<file path="src/rtl/serial_adder_pkg.sv">
// Shared definitions for the bit-serial adder: default operand width and FSM state encoding.
package serial_adder_pkg;

   localparam int DATA_WIDTH_DEFAULT = 5;

   typedef enum logic [1:0] {
      IDLE = 2'd0,
      ADD  = 2'd1,
      DONE = 2'd2
   } state_t;

endpackage

</file>
<file path="src/rtl/full_adder.sv">
// One-bit full adder used once per cycle by the serial adder datapath.
module full_adder (
   input  logic x,
   input  logic y,
   input  logic cin,
   output logic s,
   output logic cout
);

   assign s    = x ^ y ^ cin;
   assign cout = (x & y) | (cin & (x ^ y));

endmodule

</file>
<file path="src/rtl/serial_adder.sv">
// Bit-serial unsigned adder: one bit per cycle through a single full adder, LSB first.
// Handshake: start is sampled only in IDLE; done pulses for one cycle with resultado/carry_out valid.
module serial_adder
   import serial_adder_pkg::*;
#(
   parameter int DATA_WIDTH = DATA_WIDTH_DEFAULT
) (
   input  logic                  clk,
   input  logic                  rst,
   input  logic                  start,
   input  logic [DATA_WIDTH-1:0] a,
   input  logic [DATA_WIDTH-1:0] b,
   output logic                  busy,
   output logic                  done,
   output logic [DATA_WIDTH-1:0] resultado,
   output logic                  carry_out,
   output logic [1:0]            fsm_state
);

   localparam int CW = $clog2(DATA_WIDTH + 1);

   state_t                state;
   state_t                state_next;
   logic [DATA_WIDTH-1:0] op_a;
   logic [DATA_WIDTH-1:0] op_b;
   // Partial sum holds the DATA_WIDTH-1 bits collected so far (requires DATA_WIDTH >= 2).
   logic [DATA_WIDTH-2:0] sum_q;
   logic [DATA_WIDTH-1:0] sum_next;
   logic                  carry_q;
   logic [CW-1:0]         count;
   logic                  last_bit;
   logic                  fa_s;
   logic                  fa_cout;

   full_adder u_full_adder (
      .x    (op_a[0]),
      .y    (op_b[0]),
      .cin  (carry_q),
      .s    (fa_s),
      .cout (fa_cout)
   );

   assign sum_next  = {fa_s, sum_q};
   assign last_bit  = (count == CW'(DATA_WIDTH - 1));
   assign busy      = (state == ADD);
   assign done      = (state == DONE);
   assign fsm_state = state;

   always_comb begin
      state_next = state;
      case (state)
         IDLE:    if (start) state_next = ADD;
         ADD:     if (last_bit) state_next = DONE;
         DONE:    state_next = IDLE;
         default: state_next = IDLE;
      endcase
   end

   always_ff @(posedge clk) begin
      if (rst) begin
         state     <= IDLE;
         op_a      <= '0;
         op_b      <= '0;
         sum_q     <= '0;
         carry_q   <= 1'b0;
         count     <= '0;
         resultado <= '0;
         carry_out <= 1'b0;
      end else begin
         state <= state_next;
         case (state)
            IDLE: begin
               if (start) begin
                  op_a    <= a;
                  op_b    <= b;
                  sum_q   <= '0;
                  carry_q <= 1'b0;
                  count   <= '0;
               end
            end
            ADD: begin
               op_a    <= op_a >> 1;
               op_b    <= op_b >> 1;
               sum_q   <= sum_next[DATA_WIDTH-1:1];
               carry_q <= fa_cout;
               count   <= count + CW'(1);
               // Outputs only change here so partial sums are never visible.
               if (last_bit) begin
                  resultado <= sum_next;
                  carry_out <= fa_cout;
               end
            end
            default: ;
         endcase
      end
   end

endmodule

</file>
<file path="config.mk">
export PLATFORM = sky130hd
export DESIGN_NAME = serial_adder
export DESIGN_NICKNAME = d
export VERILOG_FILES = /design/src/rtl/serial_adder_pkg.sv /design/src/rtl/full_adder.sv /design/src/rtl/serial_adder.sv
export SDC_FILE = /design/constraint.sdc
export NUM_CORES = 1
export LEC_CHECK = 0
export BUFFER_PORTS_ARGS = -buffer_cell sky130_fd_sc_hd__buf_4
export CORE_AREA = 3 3 50 52
export DETAILED_ROUTE_END_ITERATION = 8
export DIE_AREA = 0 0 53 55
export HOLD_SLACK_MARGIN = 0.15
export PLACE_DENSITY = 0.73
export SLEW_MARGIN = 5
export SYNTH_ARGS = -nofsm -noshare
export SYNTH_HDL_FRONTEND = slang
export SYNTH_SLANG_ARGS = --single-unit
</file>
<file path="constraint.sdc">
create_clock -name clk -period 1.8 [get_ports clk]
set_clock_uncertainty 0.15 [all_clocks]
set_input_delay 0.18 -clock clk [delete_from_list [all_inputs] [get_ports clk]]
set_output_delay 0.18 -clock clk [all_outputs]
set_load 0.01 [all_outputs]
</file>
==> results.ini <==
[sta]
slew_violations = 0
fin_setup_tns_ps = 0
fin_crit_ps = 1760
layout_setup_ws_ps = 41.9
tightest_slew_ps = 308
relSlewSlack_pct = 79.4
period_share_pct = 97.7
fmax_ghz = 0.569
final-setup-viol-count = 0
hold_viol = 0
rsz0062_at_grt = false

[logic_synthesis]
netlist.area_leader.share_pct = 48.9
yosys.area_share.simple_pct = 15.6
synth_top_family_by_area = compound AO/OA/AOI/OAI gates
synth_xor_area_share_pct = 0
synth_compound_area_share_pct = 21.4
netlist_instances = 99
synth.most_common_cell = dfxtp_1
synth_cell_type_count = 27
ys_top_cells_by_area = dfxtp_1, a22o_1, mux2i_1
synth_fa_ha_area_share_pct = 4.23
synthFlopType = dfxtp_1
synthArstFlopShare_pct = 0
syn-cell-area_um2 = 1060
ys_top_cells_by_count = dfxtp_1, nor2_1, a22o_1
syn_nets = 115
synth.avg_cell_area_um2 = 10.8
synth.area.mux_share_pct = 6.58
synth_edf_count = 0
synth.largest_area_cell = dfxtp_1
yosysSeqAreaShare_pct = 48.9
synth-seq-cells = 26
yosysWarnings = 0

[detailed_routing]
wl_um = 2220
wl_per_cell_um = 13.4
drt_iter0_drc = 10
viasPerCell = 5.23
drt_pass1_iterations = 4
vias = 869
ant_nets = 0
drc_errors = 0

[global_route]
grtUsageTotal_pct = 17.2
grt_pass1_vias = 831
grt_pass1_wl_um = 3640
grt_max_degree = 16
grt_antenna_before_repair = 0
overflow = 0

[place]
post-place-ws_ps = 293
port_buffers = 22
dp_hpwl_um = 1460
finalWeightedCongestion = 0.701

[cts]
cts.htree.levels = 1
max-clock-path-buffers = 2
clk_latency_ps = 320
tritoncts = yes
cts-buffers-inserted = 3
clk_pin_slew_ps = 140
root_buffer = clkbuf_4
cts_sinks = 26

[floorplanning]
die_x_um = 53
ioPinCount = 23
die_h_um = 55
start_util_pct = 49.6
core_area_um2 = 2150
row_count = 17
die_area_um2 = 2920

[hold_path]
hold_path_end = op_b[1]
hold_class = flip-flop to flip-flop
min-delay-start = op_b[1]
hold_depth = 1

[critical_path]
rr_startpoint = fsm_state[1]
worstRegToRegCells = 4
r2r_setup_slack_ps = 110
crit_required_ps = 1870
crit_fanout = 5
r2r_end = op_a[4]
crit_arrival_ps = 1830
critPathKind = primary input to flip-flop
start_kind = primary input
cp-end-kind = flip-flop

[finish]
multi_input_area_um2 = 514
nets = 155
layout-drive-gt1-share_pct = 26.1
area_delta_synth_final_pct = 35.8
register_area_um2 = 522
antenna_cells = 0
n_fill_cell = 171

[status]
status = complete, no violations

[pwr]
power.density_nw_per_um2 = 712
ir_worst_vdd_mv = 0.637
p_leak_nw = 0.664

[run]
maxCapViolCount = 0

## what timing repair did
item,4_1_cts,5_1_grt
hold endpoints to repair,19,0
buffers inserted,0,1
endpoints found under the setup margin,0,2
gates resized for setup,0,3
hold buffers,14,0
## logic make-up (layout without fill, tap and decap cells)
group | after synthesis | after routing
and+or+nand+nor | 29 | 29
adders and majority gates | 3 | 3
DFF | 26 | 26
buffers and inverters | 6 | 45
AOI/OAI and AO/OA | 28 | 28
muxes | 7 | 7
## report_power, final
part	internal (W)	leakage (nW)	total (W)	switching [W]
sequential	0.000595	0.212	0.000611	0.0000164
combinational	0.0000751	0.432	0.000132	0.0000565
clock	0.000124	0.0210	0.000287	0.000164
## cells in the final DEF (no fill, tap or decap)
| cell type | n |
|---|---|
| nor2b_1 | 3 |
| clkbuf_8 | 1 |
| dlygate4sd3_1 | 14 |
| a22oi_1 | 6 |
| buf_4 | 24 |
| fa_1 | 1 |
| dfxtp_2 | 1 |
| a31oi_1 | 1 |
| o21ai_0 | 4 |
| nor2_1 | 11 |
| dfxtp_1 | 25 |
| ha_1 | 2 |
| and2b_1 | 1 |
| nor3b_2 | 2 |
| buf_6 | 1 |
| or2_2 | 1 |
| nand4b_4 | 1 |
| a221o_1 | 1 |
| clkbuf_4 | 3 |
| a22o_1 | 10 |
| o21bai_4 | 1 |
| nand2_1 | 8 |
| mux2i_1 | 7 |
| o21ai_1 | 1 |
| and2b_4 | 1 |
| inv_1 | 2 |
| and3b_1 | 1 |
| o2bb2ai_1 | 4 |
## stage by stage
step	utilization, %	hold slack, ps	power (W)	instance area, um2	std cells
after global placement	58.3	276	0.000724	1250	147
after CTS	66.5	338	0.00104	1430	165
after detailed placement	58.3	274	0.000727	1250	147
final	67.3	339	0.00103	1450	166
after global routing	67.3	347	0.00108	1450	166
after floorplan	-	178	0.000684	1060	99
## routing by layer
metal  GRT usage, %  vias to the layer above  part of all wire (%)
li1               -                      437                     -
met1           21.7                      409                    47
met2           28.7                       19                    47
met3           2.41                        4                   4.5
met4           8.94                        0                   1.6
met5              0                        -                     0
## cell type report
class	instances	share of cell area (%)
clock buffer	4	2.51
inverter	2	0.519
multi-input combinational	67	35.6
sequential	26	36.1
tap	28	2.42
timing repair buffer	39	22.9
## critical path: stages
cell,delay (ps)
dlygate4sd3_1,560
buf_6,140
nor3b_2,150
a22oi_1,180
nor2_1,60
dlygate4sd3_1,560
## how the worst max path moves through the flow
stage | slack [ps] | endpoint | from | cells after the start
floorplan | 430 | op_b[2] | fsm_state[1] | 4
global placement | 330 | count[2] | fsm_state[0] | 3
detailed placement | 290 | count[2] | fsm_state[0] | 3
CTS | 40 | op_a[4] | start | 6
global route | 10 | op_a[4] | start | 6
finish | 40 | op_a[4] | start | 6
## registers in the layout, summed over array words and instances (netlist names)
| register | flops |
|---|---|
| sum_q | 4 |
| fsm_state | 2 |
| carry_out | 1 |
| op_b | 5 |
| carry_q | 1 |
| count | 3 |
| resultado | 5 |
| op_a | 5 |
No activity file was read; power rests on OpenSTA's default activity.
